===== config.mk =====
export PLATFORM = sky130hd
export DESIGN_NAME = program_loader
export DESIGN_NICKNAME = d
export VERILOG_FILES = /design/src/rtl/program_loader_pkg.sv /design/src/rtl/program_loader.sv
export SDC_FILE = /design/constraint.sdc
export NUM_CORES = 1
export LEC_CHECK = 0
export CORE_ASPECT_RATIO = 1.75
export CORE_UTILIZATION = 54
export DETAILED_ROUTE_END_ITERATION = 7
export MAX_ROUTING_LAYER = met4
export PLACE_DENSITY = 0.84
export REMOVE_ABC_BUFFERS = 1
export SLEW_MARGIN = 20
export SYNTH_ARGS = -nofsm -noshare
export SYNTH_HDL_FRONTEND = slang
export SYNTH_SLANG_ARGS = --single-unit

===== constraint.sdc =====
create_clock -name clk -period 2.8 [get_ports clk]
set_input_delay 0.56 -clock clk [delete_from_list [all_inputs] [get_ports clk]]
set_output_delay 0.56 -clock clk [all_outputs]
set_load 0.03 [all_outputs]

===== src/rtl/program_loader_pkg.sv =====
// Shared processor constants: program memory geometry and loader FSM state encodings.
package program_loader_pkg;

  localparam int PL_AB = 11;
  localparam int PL_DB = 16;

  typedef enum logic [2:0] {
    LEN_HI  = 3'd0,
    LEN_LO  = 3'd1,
    DATA_HI = 3'd2,
    DATA_LO = 3'd3,
    DONE    = 3'd4,
    ERR     = 3'd5
  } loader_state_t;

endpackage


===== src/rtl/program_loader.sv =====
// Byte-stream program loader: parses a 16-bit length header, then writes N
// big-endian 16-bit words into program memory at consecutive addresses.
module program_loader
  import program_loader_pkg::*;
#(
  parameter int AB = PL_AB,
  parameter int DB = PL_DB
) (
  input  logic          clk,
  input  logic          reset,
  input  logic          rx_done,
  input  logic [7:0]    rx_data,
  output logic          mem_we,
  output logic [AB-1:0] mem_addr,
  output logic [DB-1:0] mem_wdata,
  output logic          busy,
  output logic          done,
  output logic          err
);

  loader_state_t r_state, w_stateNext;
  logic [7:0]    r_hold, w_holdNext;
  logic [AB-1:0] r_lenM1, w_lenM1Next;
  logic [AB-1:0] r_wrPtr, w_wrPtrNext;
  logic          r_we, w_weNext;
  logic [AB-1:0] r_addr, w_addrNext;
  logic [DB-1:0] r_wdata, w_wdataNext;
  logic          r_busy, w_busyNext;
  logic          r_done, w_doneNext;
  logic          r_err, w_errNext;

  logic [15:0]   w_len;
  logic          w_lenLegal;

  // Header is legal for 1..2^AB words; compared in 32 bits so 2^AB itself fits.
  assign w_len      = {r_hold, rx_data};
  assign w_lenLegal = (w_len != 16'd0) && ({16'd0, w_len} <= (32'd1 << AB));

  always_ff @(posedge clk) begin
    if (reset) begin
      r_state <= LEN_HI;
      r_hold  <= '0;
      r_lenM1 <= '0;
      r_wrPtr <= '0;
      r_we    <= 1'b0;
      r_addr  <= '0;
      r_wdata <= '0;
      r_busy  <= 1'b0;
      r_done  <= 1'b0;
      r_err   <= 1'b0;
    end else begin
      r_state <= w_stateNext;
      r_hold  <= w_holdNext;
      r_lenM1 <= w_lenM1Next;
      r_wrPtr <= w_wrPtrNext;
      r_we    <= w_weNext;
      r_addr  <= w_addrNext;
      r_wdata <= w_wdataNext;
      r_busy  <= w_busyNext;
      r_done  <= w_doneNext;
      r_err   <= w_errNext;
    end
  end

  always_comb begin
    w_stateNext = r_state;
    w_holdNext  = r_hold;
    w_lenM1Next = r_lenM1;
    w_wrPtrNext = r_wrPtr;
    w_weNext    = 1'b0;
    w_addrNext  = r_addr;
    w_wdataNext = r_wdata;
    w_busyNext  = r_busy;
    w_doneNext  = r_done;
    w_errNext   = r_err;
    if (rx_done) begin
      case (r_state)
        LEN_HI: begin
          w_holdNext  = rx_data;
          w_busyNext  = 1'b1;
          w_stateNext = LEN_LO;
        end
        LEN_LO: begin
          if (w_lenLegal) begin
            w_lenM1Next = AB'(w_len - 16'd1);
            w_stateNext = DATA_HI;
          end else begin
            w_errNext   = 1'b1;
            w_busyNext  = 1'b0;
            w_stateNext = ERR;
          end
        end
        DATA_HI: begin
          w_holdNext  = rx_data;
          w_stateNext = DATA_LO;
        end
        DATA_LO: begin
          w_weNext    = 1'b1;
          w_addrNext  = r_wrPtr;
          w_wdataNext = DB'({r_hold, rx_data});
          // The pointer stops on the last word so a full 2^AB load never wraps it.
          if (r_wrPtr == r_lenM1) begin
            w_doneNext  = 1'b1;
            w_busyNext  = 1'b0;
            w_stateNext = DONE;
          end else begin
            w_wrPtrNext = r_wrPtr + 1'b1;
            w_stateNext = DATA_HI;
          end
        end
        default: ;
      endcase
    end
  end

  assign mem_we    = r_we;
  assign mem_addr  = r_addr;
  assign mem_wdata = r_wdata;
  assign busy      = r_busy;
  assign done      = r_done;
  assign err       = r_err;

endmodule


==> results of run 1 <==
## power by group
part	total (mW)	switching (mW)	internal [mW]
sequential	0.959	0.0250	0.934
combinational	0.228	0.134	0.0941
clock	0.883	0.359	0.524
## logic make-up (layout without fill, tap and decap cells)
kind of cell	after synthesis	count (layout)	share of synthesized area
muxes	6	6	0.0234
DFF	64	64	0.443
adders and majority gates	3	3	0.0130
AOI/OAI and AO/OA	71	71	0.157
and+or+nand+nor	155	155	0.250
xor gates and xnor gates	20	20	0.0606
buffers and inverters	30	79	0.0532
## placed cells by master (no fill, tap or decap)
cell type	instances
or3b_2	2
a211oi_2	11
a221oi_1	1
nand4b_1	1
xnor2_1	14
nor4_1	4
a31oi_1	2
a21oi_1	41
mux2_2	6
nor2_1	32
buf_2	1
xor2_1	6
clkinv_2	1
nand3_1	7
clkdlybuf4s50_1	40
dfxtp_1	64
buf_12	1
o21ai_0	11
or4_4	2
and3_1	2
nor2b_1	8
o21bai_1	1
bufinv_16	2
clkbuf_1	1
and4_1	2
o22ai_1	1
nor3b_1	1
clkinvlp_4	2
or3_1	2
nor3_1	10
ha_1	3
inv_1	3
or4_1	3
nand2_1	71
o31ai_1	3
nand3b_1	3
buf_4	18
clkbuf_8	10
nand4_1	5
## routing by layer
| metal | routed length, µm | vias to the layer above | share of wire | global-route usage |
|---|---|---|---|---|
| li1 | - | 1281 | - | - |
| met1 | 2550 | 1179 | 0.40 | 0.254 |
| met2 | 3400 | 51 | 0.54 | 0.442 |
| met3 | 182 | 18 | 0.029 | 0.0538 |
| met4 | 209 | 0 | 0.033 | 0.141 |
| met5 | 0 | - | 0 | - |
## metrics by stage
stage | util | setup TNS (ns) | area [µm²] | hold WS [ns]
finish | 0.711 | 0 | 3600 | 0.452
global route | 0.711 | 0 | 3600 | 0.477
CTS | 0.711 | 0 | 3600 | 0.455
detailed placement | 0.667 | -0.947 | 3380 | 0.446
global placement | 0.667 | -0.338 | 3380 | 0.441
floorplan | - | 0 | 2750 | 0.435
## state kept, by name (all words and copies together) (netlist names)
name and count:
mem_wdata 16, r_lenM1 11, r_state 3, r_wrPtr 11
busy 1, err 1, mem_we 1, r_hold 8
mem_addr 11, done 1
## path summary, 6_finish.rpt
path,endpoint,slack (ns),cells after the start
setup reg to reg,r_lenM1[10]$_SDFFE_PP0P_,0.63,6
hold reg to reg,mem_addr[5]$_SDFFE_PP0P_,0.45,2
hold / removal,mem_addr[5]$_SDFFE_PP0P_,0.45,2
setup / recovery,r_lenM1[10]$_SDFFE_PP0P_,0.25,9
## cell type report
cell class / count / share of cell area
Multi-Input combinational cell: 255 / 0.405
Sequential cell: 64 / 0.356
Timing Repair Buffer: 60 / 0.156
Clock buffer: 11 / 0.0393
Clock inverter: 5 / 0.0222
Tap cell: 54 / 0.0188
Inverter: 3 / 0.00313
## tightest hold or removal path: cells and delay by family, from the launching register on
family | cells | cell delay [ns]
compound gates | 1 | 0.05
flops | 1 | 0.31
simple gates | 1 | 0.05
==> impl_metrics.ini, run 1 <==
[yosys]
ys_async_sr_fraction = 0
yosysWarnings = 0
netlist-cell-type-count = 35
ys_ff_latch = 64
syn_avg_cell_area_um2 = 8.29
yosysSeqAreaShare = 0.443
synthTopCellsByCount = 71 x nand2_1, 64 x dfxtp_1, 41 x a21oi_1
synth_cells = 349
ys.flop_type = dfxtp_1
yosysMostFrequentCell = nand2_1
synth_edf_count = 0
synth_top_area_frac = 0.443
syn_area_um2 = 2890
yosysTopAreaCell = dfxtp_1
synthTopCellsByArea = dfxtp_1 44%, nand2_1 9.2%, a21oi_1 7.1%, a211oi_2 4.8%, xnor2_1 4.2%

[run_status]
outcome = finished, violations left
violations = DRC

[routing]
dr.pass1.iters = 8
drt_iter0_markers = 63
via_count = 2529
final_antenna_net_count = 0
wl_per_cell_um = 14.0
wirelength_um = 6340
viasPerCell = 5.60
drcViolationCount = 2

[clock_tree]
cts_hold_buf = 0
clk_path_buf_depth = 2
clock-root-buffer = clkbuf_8
clock_sinks = 64
cts_tree = done
ctsResizeCount = 0
clock_latency_ns = 0.34
cts_buffers = 9
postCtsSetupRepairBufs = 0
cts-htree-levels = 3
clkSlewWorstSetupHoldPaths_ns = 0.07

[pwr]
irDropWorstVdd_uv = 340
power_density_nw_per_um2 = 575
p_total_mw = 2.07
total_leakage_power_nw = 1.23

[worst_setup_path]
max_stage_delay_ns = 0.48
critical_path_class = in2reg
required_ns = 3.03
worstPathMaxFanout = 22
start_kind = input pin
end_kind = flop
startpoint = rx_data[0]
critPathTopFamily = simple AND/OR/NAND/NOR gates
cp_data_arrival_time_ns = 2.78
slowest_stage = or3b_2
cp_cell_sequence = clkdlybuf4s50_1, inv_1, ha_1, or3b_2, or4_4, and4_1, buf_12, nor2_1, a211oi_2
timing.rr.start = r_hold[0]$_SDFFE_PP0P_
path_buf_inv = 3

[floorplan]
initial_core_util = 0.571
floorplan.die_area_um2 = 5660
rows = 34
fp.dieW_um = 57.3
ios = 42
die_y_um = 98.8
core_um2 = 5060

[timing]
final-hold-violation-count = 0
finClkSkew_ns = 0.00955
fmax_mhz = 391
drv_slew = 0
rsz0062_at_grt = false
finalSetupViolCount = 0
setup_ws_ns = 0.245
tightest_slew_ns = 0.729
period_share = 0.912
max_slew_margin = 0.514
fin_crit_ns = 2.55

[final_layout]
nNetsFinal = 407
insertedDiodeCount = 0
drive_gt1_frac = 0.141
syn2layout_area_growth_pct = 24.4
stdcell_count = 452
num-fill-cells = 399
ff_latch_area_um2 = 1280
multiInputGateArea_um2 = 1460

[global_route]
grt_pass1_vias = 2447
grt_pass1_wl_um = 10700
track_usage = 0.253
antenna_found_initial = 0
grt_start_max_net_pins = 43
overflow = 0

[placed_design]
place_ws_ns = -0.122
port_buffers = 41
place.gp.congestion = 0.894
dpl.cell_count = 436
dpl.hpwl_um = 4570

[worst_hold_path]
hold_class = reg2reg
hp-start = mem_addr[5]$_SDFFE_PP0P_

[job]
maxCapViolations = 0
Note: power is estimated with default switching activity, not from simulation.
==> run 2: changes to the inputs <==
--- a/config.mk
+++ b/config.mk
@@ -7,6 +7,7 @@
 export LEC_CHECK = 0
 export CORE_ASPECT_RATIO = 1.75
 export CORE_UTILIZATION = 54
+export CTS_BUF_LIST = sky130_fd_sc_hd__clkbuf_16
 export DETAILED_ROUTE_END_ITERATION = 7
 export MAX_ROUTING_LAYER = met4
 export PLACE_DENSITY = 0.84
==> impl_metrics.ini, run 2 (same netlist as run 1, synthesis figures left out) <==
[run_status]
outcome = finished, violations left
violations = DRC

[clock_tree]
cts_hold_buf = 0
cts_buffers = 9
clock_latency_ns = 0.33
ctsResizeCount = 0
cts-htree-levels = 3
clk_path_buf_depth = 2
clock_sinks = 64
cts_tree = done
clkSlewWorstSetupHoldPaths_ns = 0.05
postCtsSetupRepairBufs = 0
clock-root-buffer = clkbuf_16

[global_route]
antenna_found_initial = 0
overflow = 0
track_usage = 0.261
grt_start_max_net_pins = 43
grt_pass1_vias = 2508
grt_pass1_wl_um = 11000

[routing]
drcViolationCount = 2
viasPerCell = 5.65
wirelength_um = 6460
via_count = 2554
drt_iter0_markers = 80
wl_per_cell_um = 14.3
dr.pass1.iters = 8
final_antenna_net_count = 0

[worst_setup_path]
path_buf_inv = 3
end_kind = flop
required_ns = 3.01
worstPathMaxFanout = 22
cp_data_arrival_time_ns = 2.79
critPathTopFamily = simple AND/OR/NAND/NOR gates
slowest_stage = or3b_2
max_stage_delay_ns = 0.48
start_kind = input pin
cp_cell_sequence = clkdlybuf4s50_1, inv_1, ha_1, or3b_2, or4_4, and4_1, buf_12, nor2_1, a211oi_2
critical_path_class = in2reg

[timing]
fin_crit_ns = 2.58
fmax_mhz = 388
final-hold-violation-count = 0
tightest_slew_ns = 0.728
whs_ns = 0.450
max_slew_margin = 0.514
finalSetupViolCount = 0
period_share = 0.921
rsz0062_at_grt = false
drv_slew = 0
finClkSkew_ns = 0.00307

[pwr]
irDropWorstVdd_uv = 442
power_density_nw_per_um2 = 638
total_leakage_power_nw = 1.28

[final_layout]
layout_commonest_cell = nand2_1
final_cell_mix = 71 x nand2_1, 64 x dfxtp_1, 41 x a21oi_1, 40 x clkdlybuf4s50_1, 32 x nor2_1
drive_gt1_frac = 0.138
largest_reg_flops = 16
syn2layout_area_growth_pct = 27.6
insertedDiodeCount = 0
fin_area_um2 = 3690
nNetsFinal = 407

[floorplan]
ios = 42
core_um2 = 5060
initial_core_util = 0.571
floorplan.die_area_um2 = 5660
die_y_um = 98.8
fp.dieW_um = 57.3
rows = 34

[worst_hold_path]
hold_class = reg2reg

[placed_design]
place_area_um2 = 3380
dpl.hpwl_um = 4570
port_buffers = 41
place.gp.congestion = 0.894

[job]
maxCapViolations = 0
## run 2: worst reg2reg max path, cell delays in order, from the launching register on
cell	delay, ns
dfxtp_1	0.36
or4_4	0.56
or4_4	0.49
and4_1	0.26
buf_12	0.17
nor2_1	0.15
a211oi_2	0.07
## run 2: metal layers
| metal | track usage | up-vias | wire length [µm] | part of all wire |
|---|---|---|---|---|
| li1 | - | 1281 | - | - |
| met5 | - | - | 0 | 0 |
| met2 | 0.458 | 62 | 3550 | 0.55 |
| met4 | 0.156 | 0 | 242 | 0.037 |
| met3 | 0.0696 | 25 | 217 | 0.034 |
| met1 | 0.249 | 1186 | 2460 | 0.38 |
## run 2: through the flow
step                std cells   util  total power, mW  TNS [ns]  setup WS (ns)
floorplan                 322      -             1.10         0          0.266
global placement          436  0.667             1.20    -0.338        -0.0593
detailed placement        436  0.667             1.21    -0.947         -0.122
CTS                       452  0.729             2.36         0          0.222
global route              452  0.729             2.43         0          0.131
finish                    452  0.729             2.35         0          0.223
## run 2: final timing paths
path              slack [ns]  depth (start not counted)                      from                        to
setup / recovery        0.22                          9                rx_data[0]  r_lenM1[10]$_SDFFE_PP0P_
hold / removal          0.45                          2  mem_addr[4]$_SDFFE_PP0P_  mem_addr[4]$_SDFFE_PP0P_
setup reg to reg        0.62                          6    r_hold[0]$_SDFFE_PP0P_  r_lenM1[10]$_SDFFE_PP0P_
hold reg to reg         0.45                          2  mem_addr[4]$_SDFFE_PP0P_  mem_addr[4]$_SDFFE_PP0P_
## run 2: cell type report
type                       instances  area, µm²
clock buffer                       9        225
clock inverter                     7       87.6
fill                             379       1370
inverter                           3       11.3
multi-input combinational        255       1460
sequential                        64       1280
tap                               54       67.6
timing repair buffer              60        561
## run 2: power by group
part | switching [mW] | internal [mW]
sequential | 0.0253 | 0.936
clock | 0.394 | 0.770
combinational | 0.134 | 0.0941
total | 0.554 | 1.80
==> run 3: changes to the inputs <==
--- a/config.mk
+++ b/config.mk
@@ -10,8 +10,9 @@
 export CTS_BUF_LIST = sky130_fd_sc_hd__clkbuf_16
 export DETAILED_ROUTE_END_ITERATION = 7
 export MAX_ROUTING_LAYER = met4
-export PLACE_DENSITY = 0.84
+export PLACE_DENSITY = 0.78
 export REMOVE_ABC_BUFFERS = 1
+export SKIP_LAST_GASP = 1
 export SLEW_MARGIN = 20
 export SYNTH_ARGS = -nofsm -noshare
 export SYNTH_HDL_FRONTEND = slang
==> impl_metrics.ini, run 3 (same netlist as run 1, synthesis figures left out) <==
[run_status]
outcome = finished, violations left
violations = DRC

[timing]
whs_ns = 0.449
fmax_mhz = 381
finClkSkew_ns = 0.00361
final-hold-violation-count = 0
fin_crit_ns = 2.63
finalSetupViolCount = 0
period_share = 0.938
rsz0062_at_grt = false
max_slew_margin = 0.481
drv_slew = 0
tightest_slew_ns = 0.778

[floorplan]
floorplan.die_area_um2 = 5660
core_um2 = 5060
ios = 42
rows = 34
initial_core_util = 0.571
fp.dieW_um = 57.3
die_y_um = 98.8

[worst_setup_path]
max_stage_delay_ns = 0.47
cp_data_arrival_time_ns = 2.80
crit_cells = 9
start_kind = input pin
ff2ff_setup_slack_ns = 0.55
end_kind = flop
worstPathMaxFanout = 8
slowest_stage = or3b_2
critPathTopFamily = simple AND/OR/NAND/NOR gates
critical_path_class = in2reg
ff2ff_path_depth = 6
path_buf_inv = 3
required_ns = 2.97
cp_cell_sequence = clkdlybuf4s50_1, inv_1, ha_1, or3b_2, or4_4, and4_1, buf_4, nor2_1, a211oi_2

[worst_hold_path]
hold_class = reg2reg
hold_depth = 2

[clock_tree]
cts_buffers = 9
clock_sinks = 64
cts-htree-levels = 3
clkSlewWorstSetupHoldPaths_ns = 0.05
clock-root-buffer = clkbuf_16
ctsResizeCount = 0
postCtsSetupRepairBufs = 0
clk_path_buf_depth = 2
cts_tree = done
clock_latency_ns = 0.32
cts_hold_buf = 0

[global_route]
overflow = 0
grt_pass1_wl_um = 11300
grt_pass1_vias = 2501
track_usage = 0.268
grt_start_max_net_pins = 44
antenna_found_initial = 0

[final_layout]
syn2layout_area_growth_pct = 27.8
nNetsFinal = 409
layout_commonest_cell = nand2_1
drive_gt1_frac = 0.140
final_util = 0.730
largest_reg_flops = 16
final_cell_mix = 71 x nand2_1, 64 x dfxtp_1, 41 x a21oi_1, 40 x clkdlybuf4s50_1, 32 x nor2_1
insertedDiodeCount = 0

[routing]
wl_per_cell_um = 14.8
wirelength_um = 6710
via_count = 2570
drt_iter0_markers = 68
dr.pass1.iters = 6
final_antenna_net_count = 0
drcViolationCount = 4
viasPerCell = 5.67

[placed_design]
port_buffers = 41
dpl.hpwl_um = 4800
place.gp.congestion = 0.968

[job]
maxCapViolations = 0

[pwr]
power_density_nw_per_um2 = 631
irDropWorstVdd_uv = 428
total_leakage_power_nw = 1.29
-- run 3: final timing paths --
kind / startpoint / to
max: rx_data[0] / r_lenM1[6]$_SDFFE_PP0P_
min: mem_addr[4]$_SDFFE_PP0P_ / mem_addr[4]$_SDFFE_PP0P_
max reg2reg: r_hold[0]$_SDFFE_PP0P_ / r_lenM1[6]$_SDFFE_PP0P_
min reg2reg: mem_addr[4]$_SDFFE_PP0P_ / mem_addr[4]$_SDFFE_PP0P_
-- run 3: stage by stage --
step                      setup TNS, ns  setup WS [ns]  power (mW)  std cells  cell area, µm²
after CTS                             0          0.180        2.35        453            3700
after floorplan                       0          0.266        1.10        322            2750
after global placement           -0.181        -0.0487        1.20        438            3390
final                                 0          0.174        2.33        453            3700
after global routing                  0         0.0561        2.41        453            3700
after detailed placement         -0.719         -0.142        1.21        438            3390
-- run 3: cell type report --
cell class                 count  area (µm²)
clock buffer                   9         225
clock inverter                 6        77.6
fill                         403        1370
inverter                       3        11.3
multi-input combinational    255        1460
sequential                    64        1280
tap                           54        67.6
timing repair buffer          62         576
-- run 3: tightest hold or removal path: cells and delay by family (launching register included) --
family | cells | cell delay [ns]
AND/OR/NAND/NOR | 1 | 0.05
AO/OA/AOI/OAI | 1 | 0.05
flip-flops | 1 | 0.30
-- run 3: layer usage --
layer	vias up	global-route usage	part of all wire
li1	1279	-	-
met1	1215	0.265	0.39
met2	62	0.478	0.56
met3	14	0.0564	0.028
met4	0	0.143	0.021
met5	-	-	0
-- run 3: power by group --
group	internal (mW)	total [mW]	switching, mW
clock	0.763	1.14	0.374
combinational	0.0965	0.235	0.138
sequential	0.937	0.962	0.0255
total	1.80	2.33	0.538
